`config.mk`:
```
export PLATFORM = sky130hd
export DESIGN_NAME = pipeline_sequencer
export DESIGN_NICKNAME = d
export VERILOG_FILES = /design/src/rtl/pipeline_sequencer.sv
export SDC_FILE = /design/constraint.sdc
export NUM_CORES = 1
export LEC_CHECK = 0
export ABC_CLOCK_PERIOD_IN_PS = 1800
export BUFFER_PORTS_ARGS = -buffer_cell sky130_fd_sc_hd__buf_2
export CAP_MARGIN = 20
export CORE_MARGIN = 3
export CORE_UTILIZATION = 37
export DETAILED_ROUTE_END_ITERATION = 8
export PLACE_DENSITY = 0.85
export SETUP_SLACK_MARGIN = 0.15
export SYNTH_ARGS = -nofsm -noshare
export SYNTH_HDL_FRONTEND = slang
export SYNTH_SLANG_ARGS = --single-unit
export TNS_END_PERCENT = 5
```
`constraint.sdc`:
```
create_clock -name clk -period 1.8 [get_ports clk]
set_input_delay 0.09 -clock clk [delete_from_list [all_inputs] [get_ports clk]]
set_output_delay 0.09 -clock clk [all_outputs]
set_load 0.02 [all_outputs]
```
`src/rtl/pipeline_sequencer.sv`:
```
// Fetch/decode/execute cycle sequencer: reset hold, fetch wait-states, N-cycle execute, PC redirect.
// Define SEQ_PERF_COUNT_EN to build the retired/stall performance counters; otherwise they read 0.
module pipeline_sequencer #(
    parameter int RESET_CYCLES    = 2,
    parameter int MAX_EXEC_CYCLES = 4,
    parameter int CNT_W           = 3,
    parameter int COUNT_W         = 32
) (
    input  logic               clk,
    input  logic               reset,
    input  logic               mem_ready,
    input  logic [CNT_W-1:0]   dec_exec_cycles,
    input  logic               dec_mem_access,
    input  logic               dec_branch,
    output logic [2:0]         state,
    output logic               control_reset,
    output logic               fetch_latch_en,
    output logic               decode_latch_en,
    output logic               exec_active,
    output logic [CNT_W-1:0]   exec_cycle,
    output logic               exec_last,
    output logic [1:0]         address_reg_sel,
    output logic               update_address,
    output logic               reg_pc_write_en,
    output logic               stall,
    output logic [COUNT_W-1:0] retired_count,
    output logic [COUNT_W-1:0] stall_count
);

    typedef enum logic [2:0] {
        RST_HOLD = 3'b000,
        RST_PC   = 3'b001,
        FETCH    = 3'b010,
        DECODE   = 3'b011,
        EXECUTE  = 3'b100
    } state_t;

    localparam int RST_W = (RESET_CYCLES > 1) ? $clog2(RESET_CYCLES) : 1;

    state_t             cur_state;
    state_t             next_state;
    logic [RST_W-1:0]   rst_cnt;
    logic [CNT_W-1:0]   exec_cnt;
    logic [CNT_W-1:0]   len;
    logic [CNT_W-1:0]   len_clamped;
    logic               mem_q;
    logic               branch_q;
    logic               last;
    logic               complete;

    assign state      = cur_state;
    assign last       = (cur_state == EXECUTE) && (exec_cnt == len - 1'b1);
    assign exec_last  = last;
    assign exec_cycle = exec_active ? exec_cnt : '0;

    always_ff @(posedge clk or posedge reset) begin
        if (reset)
            cur_state <= RST_HOLD;
        else
            cur_state <= next_state;
    end

    always_comb begin
        next_state      = cur_state;
        control_reset   = 1'b0;
        fetch_latch_en  = 1'b0;
        decode_latch_en = 1'b0;
        exec_active     = 1'b0;
        address_reg_sel = 2'b01;
        update_address  = 1'b0;
        reg_pc_write_en = 1'b0;
        stall           = 1'b0;
        complete        = 1'b0;
        case (cur_state)
            RST_HOLD: begin
                control_reset = 1'b1;
                if (rst_cnt == RST_W'(RESET_CYCLES - 1))
                    next_state = RST_PC;
            end
            RST_PC: begin
                update_address = 1'b1;
                next_state     = FETCH;
            end
            FETCH: begin
                fetch_latch_en = mem_ready;
                stall          = !mem_ready;
                if (mem_ready)
                    next_state = DECODE;
            end
            DECODE: begin
                decode_latch_en = 1'b1;
                next_state      = EXECUTE;
            end
            EXECUTE: begin
                exec_active = 1'b1;
                if (last) begin
                    // A load/store holds the final cycle until memory accepts it
                    if (mem_q && !mem_ready) begin
                        stall = 1'b1;
                    end else begin
                        complete        = 1'b1;
                        update_address  = 1'b1;
                        reg_pc_write_en = 1'b1;
                        address_reg_sel = branch_q ? 2'b00 : 2'b10;
                        next_state      = FETCH;
                    end
                end
            end
            default: begin
                control_reset = 1'b1;
                next_state    = RST_HOLD;
            end
        endcase
    end

    always_comb begin
        len_clamped = dec_exec_cycles;
        if (dec_exec_cycles == '0)
            len_clamped = CNT_W'(1);
        else if (dec_exec_cycles > CNT_W'(MAX_EXEC_CYCLES))
            len_clamped = CNT_W'(MAX_EXEC_CYCLES);
    end

    always_ff @(posedge clk or posedge reset) begin
        if (reset) begin
            rst_cnt  <= '0;
            exec_cnt <= '0;
            len      <= '0;
            mem_q    <= 1'b0;
            branch_q <= 1'b0;
        end else begin
            rst_cnt <= (cur_state == RST_HOLD) ? rst_cnt + 1'b1 : '0;
            if (cur_state == DECODE) begin
                len      <= len_clamped;
                mem_q    <= dec_mem_access;
                branch_q <= dec_branch;
                exec_cnt <= '0;
            end else if (cur_state == EXECUTE && !last) begin
                exec_cnt <= exec_cnt + 1'b1;
            end
        end
    end

`ifdef SEQ_PERF_COUNT_EN
    logic [COUNT_W-1:0] retired_q;
    logic [COUNT_W-1:0] stall_q;

    always_ff @(posedge clk or posedge reset) begin
        if (reset) begin
            retired_q <= '0;
            stall_q   <= '0;
        end else begin
            if (complete)
                retired_q <= retired_q + COUNT_W'(1);
            if (stall)
                stall_q <= stall_q + COUNT_W'(1);
        end
    end

    assign retired_count = retired_q;
    assign stall_count   = stall_q;
`else
    logic unused_complete;
    assign unused_complete = complete;
    assign retired_count   = '0;
    assign stall_count     = '0;
`endif

endmodule
```
* Word level (Yosys, flattened, before mapping) *
Index checks and enable logic that the tools add are counted.

cells by class
  equality and inequality tests = 9
  $add $sub $neg = 3
  multiplexer cells = 26
  $lt $le $gt $ge = 1
  shift-type cells = 0
  div/mod/pow operators = 0
  multipliers = 0
  reduce and logical (&&, ||, !) cells = 10
  bitwise logic cells = 0

operator list
  kind                   count
  $mux W3                9
  $pmux W3 S5            1
  $mux W1                10
  $mux W2                4
  $ne A2 B2 Y1 const B   4
  $eq A3 B2 Y1 const B   2
  $logic_not A3 Y1       2
  $pmux W1 S2            2
  $reduce_and A4 Y1      1
  $reduce_or A4 Y1       1
  $add A3 B1 Y3 const B  1
  $eq A3 B1 Y1 const B   1
  $eq A3 B3 Y1           1
  $eq A3 B3 Y1 const B   1
  $gt A3 B3 Y1 const B   1
  $logic_and A1 B1 Y1    3
  $sub A3 B1 Y3 const B  1
  $logic_not A1 Y1       2
  $reduce_bool A2 Y1     1
  $add A1 B1 Y1 const B  1

storage, ports and cells
  RAM bits = 0
  flip-flop bits (word level) = 12
  latch bits = 0
  output and inout bits = 80
  memories kept = 0
  word-level logic and storage cells = 55
  bits in read-only memories = 0

* Longest topological paths before layout *
Gate-level depths: netlist (run 1).

  depth in word-level cells = 7
  gate-level depth with buffers = 7
  depth with buffers taken out = 6

* Worst setup path after synthesis (run 1) *
OpenSTA, ideal clock, no wires.

  kind = register -> output
  start = register len[0]
  end = output address_reg_sel[1]
  arrival = 1876 ps
  path slack = -166 ps
  cell stages (with the launch flop) = 7
  cell sequence = dfrtp_1 inv_1 ha_1 xor3_2 nor3_4 nand3_2 nor2_1

between the ends
  longest elaborated chain between the ends = 5

ends and longest elaborated chain
  element                 line  text
  start, declared         44    logic [CNT_W-1:0] len;
  start signal, assigned  134   len <= len_clamped;
  $sub A3 B1 Y3           52    assign last = (cur_state == EXECUTE) && (exec_cnt == len - 1'b1);
  $eq A3 B3 Y1            52
  $logic_and A1 B1 Y1     52
  $mux W2                 96    if (last) begin
  $mux W2                 74    case (cur_state)
  end, declared           22    output logic [1:0] address_reg_sel,

Every way passes these cells.

* Final worst setup path (run 1) *
Ends and elaborated chain as after synthesis.

==> results of run 1 <==
## power by group through the flow
stage | Sequential (W) | Combinational [W] | Clock [W]
4_1_cts | 0.000555 | 0.00120 | 0.000220
3_5_place_dp | 0.000552 | 0.00106 | 0
6_report | 0.000568 | 0.00132 | 0.000215
2_1_floorplan | 0.000523 | 0.000969 | 0
5_1_grt | 0.000590 | 0.00143 | 0.000237
3_3_place_gp | 0.000547 | 0.00103 | 0
## layout make-up
| cell class | instances | area (sq um) |
|---|---|---|
| Sequential cell | 12 | 302 |
| Clock buffer | 4 | 36.3 |
| Tap cell | 42 | 52.6 |
| Multi-Input combinational cell | 121 | 684 |
| Fill cell | 292 | 1610 |
| Timing Repair Buffer | 27 | 176 |
| Inverter | 9 | 36.3 |
## routing by layer
| layer | track usage, % | part of all wire (%) | vias to the layer above |
|---|---|---|---|
| met5 | 0 | 0 | - |
| met4 | 4.68 | 0.89 | 0 |
| li1 | - | - | 390 |
| met2 | 16.6 | 51 | 49 |
| met1 | 13.0 | 40 | 360 |
| met3 | 0.899 | 8.1 | 2 |
## logic make-up (layout without fill, tap and decap cells)
logic type	count (synthesis)	after routing	share of synthesized area, %
multiplexers	2	2	1.68
adder cells (fa/ha/maj)	2	2	2.10
other	1	64	0.315
flip-flops	12	12	25.2
AND/OR/NAND/NOR	38	38	16.3
buffers and inverters	75	40	44.0
XOR/XNOR	5	5	5.04
AO/OA/AOI/OAI	10	10	5.36
## critical path: stages (launching register included)
cell     delay [ps]
dfrtp_1         410
inv_2            90
ha_4            220
xnor2_4         140
nor3_4          310
nand3_4         160
nor2_4          130
buf_6           130
## path summary, 6_finish.rpt
check / from / end / slack [ps] / depth (start not counted)
max: len[0] / address_reg_sel[1] / -140 / 7
min: dec_branch / branch_q / 10 / 3
max reg2reg: len[0] / exec_cnt[1] / 90 / 8
min reg2reg: rst_cnt / rst_cnt / 460 / 1
max in group asynchronous: reset / state[1] / 1070 / 3
min in group asynchronous: reset / mem_q / 380 / 3
## stage by stage
step	instances	hold WS, ps	cell area, sq um	setup slack (ps)	setup TNS [ps]
after global placement	208	110	1150	76.4	0
final	215	13.2	1290	-144	-642
after CTS	214	13.1	1260	-188	-908
after floorplan	208	-45.3	1460	165	0
after detailed placement	208	118	1150	11.0	0
after global routing	215	26.0	1290	-228	-1150
## registers in the layout, indices dropped and copies added (netlist names)
signal / count
len: 3
mem_q: 1
exec_cnt: 3
branch_q: 1
rst_cnt: 1
state: 3
## placed cells by master (no fill, tap or decap), types with 2 or more instances in the layout
master / Yosys / final
o21ai_0: 3 / 2
buf_4: 64 / 2
nand2_1: 16 / 14
dfrtp_1: 12 / 11
inv_2: 0 / 3
and2_1: 2 / 2
nor2_1: 8 / 6
mux2i_1: 2 / 2
a21oi_1: 3 / 2
nor2_4: 0 / 2
nand2_2: 0 / 2
nand3_1: 3 / 2
inv_1: 7 / 4
conb_1: 1 / 64
clkbuf_4: 0 / 3
xor2_1: 2 / 2
nand3b_1: 3 / 3
buf_2: 2 / 19
buf_6: 0 / 5
## Yosys cell counts
| cell type | instances |
|---|---|
| a211oi_1 | 1 |
| a21o_2 | 1 |
| a21oi_1 | 3 |
| a311oi_1 | 1 |
| and2_1 | 2 |
| and2_2 | 1 |
| buf_2 | 2 |
| buf_4 | 64 |
| clkinv_1 | 2 |
| conb_1 | 1 |
| dfrtp_1 | 12 |
| ha_1 | 2 |
| inv_1 | 7 |
| mux2i_1 | 2 |
| nand2_1 | 16 |
| nand3_1 | 3 |
| nand3_2 | 1 |
| nand3b_1 | 3 |
| nor2_1 | 8 |
| nor3_1 | 1 |
| nor3_4 | 1 |
| nor4_1 | 1 |
| o21ai_0 | 3 |
| o311ai_0 | 1 |
| or3b_2 | 1 |
| xnor2_1 | 2 |
| xor2_1 | 2 |
| xor3_2 | 1 |
## timing repair
action / in CTS / in global routing
gates resized for setup: 17 / 6
setup endpoints to repair: 10 / 14
buffers inserted: 1 / 1
hold buffers: 1 / 0
endpoints found under the hold margin: 12 / 0
pin swaps: 3 / 6
==> impl_metrics.ini, run 1 <==
[detailed_routing]
via_per_inst = 3.73
drc = 0
dr.pass1.iters = 4
wl_per_cell_um = 9.98
postRouteAntennaNets = 0
drt_wl_total_um = 2150
drt_iter0_markers = 14
vias = 801

[clock_tree]
cts_buffers = 3
clock_sinks = 12
cts_max_level = 1
cts_buffer_depth = 2
cts_tree = done
clk_latency_ps = 270
root_buffer = clkbuf_4
path_clk_slew_ps = 80

[floorplan]
dieArea_sq_mm = 0.00394
die_h_um = 62.7
initial_utilization_pct = 41.1
row_count = 19
core_area_sq_mm = 0.00290
io_pins = 88
die_x_um = 62.7

[sta]
setup_viol = 6
finalCritPeriodShare_pct = 108
timing.fmax_ghz = 0.514
rsz0062_at_grt = yes
min_period_ps = 1940
hold_viol = 0
finalMaxSlewViolations = 0
clock_skew_ps = 1.02
worst_slack_ps = -144

[global_routing]
track_usage_pct = 9.99
antenna_found_initial = 0
grt_max_degree = 13
grt_pass1_wl_um = 3170
grt_pass1_vias = 679
grt_overflow = 0

[yosys]
ys_ff_latch = 12
syn_area_sq_mm = 0.00119
synthesis.instances = 145
synth.distinct_cells = 28
synthTopCellsByArea = buf_4 (40%), dfrtp_1 (25%), nand2_1 (5.0%), nor2_1 (2.5%), inv_1 (2.2%)
yosys.area.top_type = buf_4
syn_avg_cell_area_sq_um = 8.21
yosysTopAreaCellShare_pct = 40.3
yosysWarnings = 0
ys_seq_area_share_pct = 25.2

[placed_design]
place.gp.congestion = 0.826
dp_hpwl_um = 1680
portBuffers = 23

[status]
status = finished with violations
violations = setup timing

[flow_run]
drv_cap = 0

[power]
p_sw_share_pct = 48.8
power_density_mw_per_mm2 = 1630
p_switching_w = 0.00103
p_total_w = 0.00210
intPower_w = 0.00108
seqPwrFrac_pct = 27.0
leakage_nw = 0.714
pwr-share-clk_pct = 10.2
p_comb_share_pct = 62.7
worst_ir_drop_vdd_mv = 0.506

[final_layout]
drive_gt1_share_pct = 28.9
syn2layout_area_growth_pct = 8.09
antenna_cells = 0
final_core_util_pct = 44.4
fin_nets = 184

[min_path]
hold_class = in2reg

[critical_path]
path_class = reg2out
cp_data_arrival_time_ps = 1850
cp.required_ps = 1710
cp-start-kind = flop
cp_max_fo = 5
crit_path_end_kind = primary output
Note: power is estimated with default switching activity, not from simulation.
==> inputs of run 2 (changes only) <==
CORE_UTILIZATION = 38   (was 37)
CTS_BUF_LIST = sky130_fd_sc_hd__clkbuf_4 sky130_fd_sc_hd__clkbuf_8   (was default)
PLACE_DENSITY = 0.87   (was 0.85)
==> run 2 against run 1 <==
Effect of this change:
- the run still ends with setup timing left
- critical path depth unchanged
- cell area fell by 0.39%
- register-to-register slack better by 100 ps
- clock skew is 6.5 ps higher
- clock power hardly changed
- setup slack better by 9.7 ps
- utilization rose by 0.19 points
- largest cell class unchanged
==> impl_metrics.ini, run 2 (synthesis gave the netlist of run 1 again) <==
[critical_path]
crit_slowest_cell = dfrtp_1
cp.required_ps = 1710
cp-start-kind = flop
cp_max_fo = 6
crit_path_end_kind = primary output
path_class = reg2out
crit_chain = inv_2 -> ha_4 -> xnor2_4 -> nor3_4 -> nand3_2 -> a21oi_4 -> buf_6
cp_data_arrival_time_ps = 1840
max_stage_delay_ps = 400

[placed_design]
dp_hpwl_um = 1650
place.gp.congestion = 0.823
dpl_cell_area_sq_mm = 0.00115
portBuffers = 23
pre_cts_ws_ps = 16.2
place_inst = 208

[final_layout]
nFillCells = 293
fin_area_sq_mm = 0.00128
syn2layout_area_growth_pct = 7.67
stdcell_count = 215
final_cell_mix = conb_1 (64), buf_2 (19), nand2_1 (14)
antenna_cells = 0
fin_nets = 184
drive_gt1_share_pct = 28.3
layout_commonest_cell = conb_1

[sta]
worst_slack_ps = -134
setup_viol = 6
finalMaxSlewViolations = 0
finalCritPeriodShare_pct = 107
rsz0062_at_grt = yes
min_period_ps = 1930
hold_viol = 0
clock_skew_ps = 7.47
timing.fmax_ghz = 0.517

[detailed_routing]
drt_iter0_markers = 3
postRouteAntennaNets = 0
via_per_inst = 3.67
drc = 0
dr.pass1.iters = 4
drt_wl_total_um = 2040
wl_per_cell_um = 9.47
vias = 790

[global_routing]
grt_max_degree = 13
grt_overflow = 0
track_usage_pct = 10.8
grt_pass1_vias = 604
grt_pass1_wl_um = 2910
antenna_found_initial = 0

[clock_tree]
clk_latency_ps = 280
cts_tree = done
root_buffer = clkbuf_4
path_clk_slew_ps = 70
cts_buffer_depth = 2
cts_max_level = 1
cts_buffers = 3
clock_sinks = 12

[floorplan]
core_area_sq_mm = 0.00288
row_count = 19
die_x_um = 62.0
io_pins = 88
initial_utilization_pct = 41.4
die_h_um = 62.0
dieArea_sq_mm = 0.00384

[power]
worst_ir_drop_vdd_mv = 0.483
leakage_nw = 0.709
pwr-share-clk_pct = 10.7
intPower_w = 0.00102
power_density_mw_per_mm2 = 1560
p_comb_share_pct = 60.9
p_switching_w = 0.000982
p_sw_share_pct = 49.0
seqPwrFrac_pct = 28.4

[flow_run]
drv_cap = 0

[status]
status = finished with violations
violations = setup timing

[min_path]
hold_class = in2reg
run 2: metrics by stage:
stage               power, W  utilization (%)  TNS, ps  hold WS, ps
floorplan            0.00149                -        0        -45.3
global placement     0.00157             39.9        0          109
CTS                  0.00191             43.9    -1060         17.9
global route         0.00216             44.6    -1330         16.2
finish               0.00200             44.6     -602         18.4
detailed placement   0.00161             39.9        0          130
run 2: what timing repair did:
action	4_1_cts	5_1_grt
hold endpoints to repair	13	0
endpoints found under the setup margin	9	14
setup buffers	1	0
hold buffers	2	0
pin swaps	3	5
gates resized for setup	16	4
run 2: final cells by class:
cell class	instances	area (sq um)	share of cell area, %
repair buffers	27	175	13.7
well taps	42	52.6	4.10
clock buffers	4	36.3	2.83
multi-input cells	121	677	52.8
flip-flops and latches	12	303	23.6
inverters	9	38.8	3.02
run 2: path summary, 6_finish.rpt:
check,start,endpoint,slack (ps),cells past startpoint
worst max-delay path,len[0],stall,-130,7
worst min-delay path,dec_mem_access,mem_q,20,3
worst max register to register,len[0],state[1],190,7
worst min register to register,rst_cnt,rst_cnt,460,1
max in group asynchronous,reset,state[2],1070,3
min in group asynchronous,reset,state[0],390,3
run 2: power groups by stage:
stage / clock network [W] / registers, W / logic [W]
after floorplan: 0 / 0.000523 / 0.000969
after global placement: 0 / 0.000546 / 0.00102
after detailed placement: 0 / 0.000557 / 0.00105
after CTS: 0.000225 / 0.000558 / 0.00113
after global routing: 0.000242 / 0.000594 / 0.00133
final: 0.000215 / 0.000569 / 0.00122
run 2: metal layers:
layer	up-vias	global-route usage, %	part of all wire [%]
li1	390	-	-
met1	346	13.8	39
met2	52	16.0	49
met3	2	3.93	11
met4	0	5.45	1.3
met5	-	0	0
run 2: worst max-delay path, delay by kind of cell, from the launching register on:
family	cells	cell delay (ps)
adders and majority gates	1	220
and+or+nand+nor	2	450
DFF	1	400
AOI/OAI and AO/OA	1	140
xor gates and xnor gates	1	140
buffers and inverters	2	220
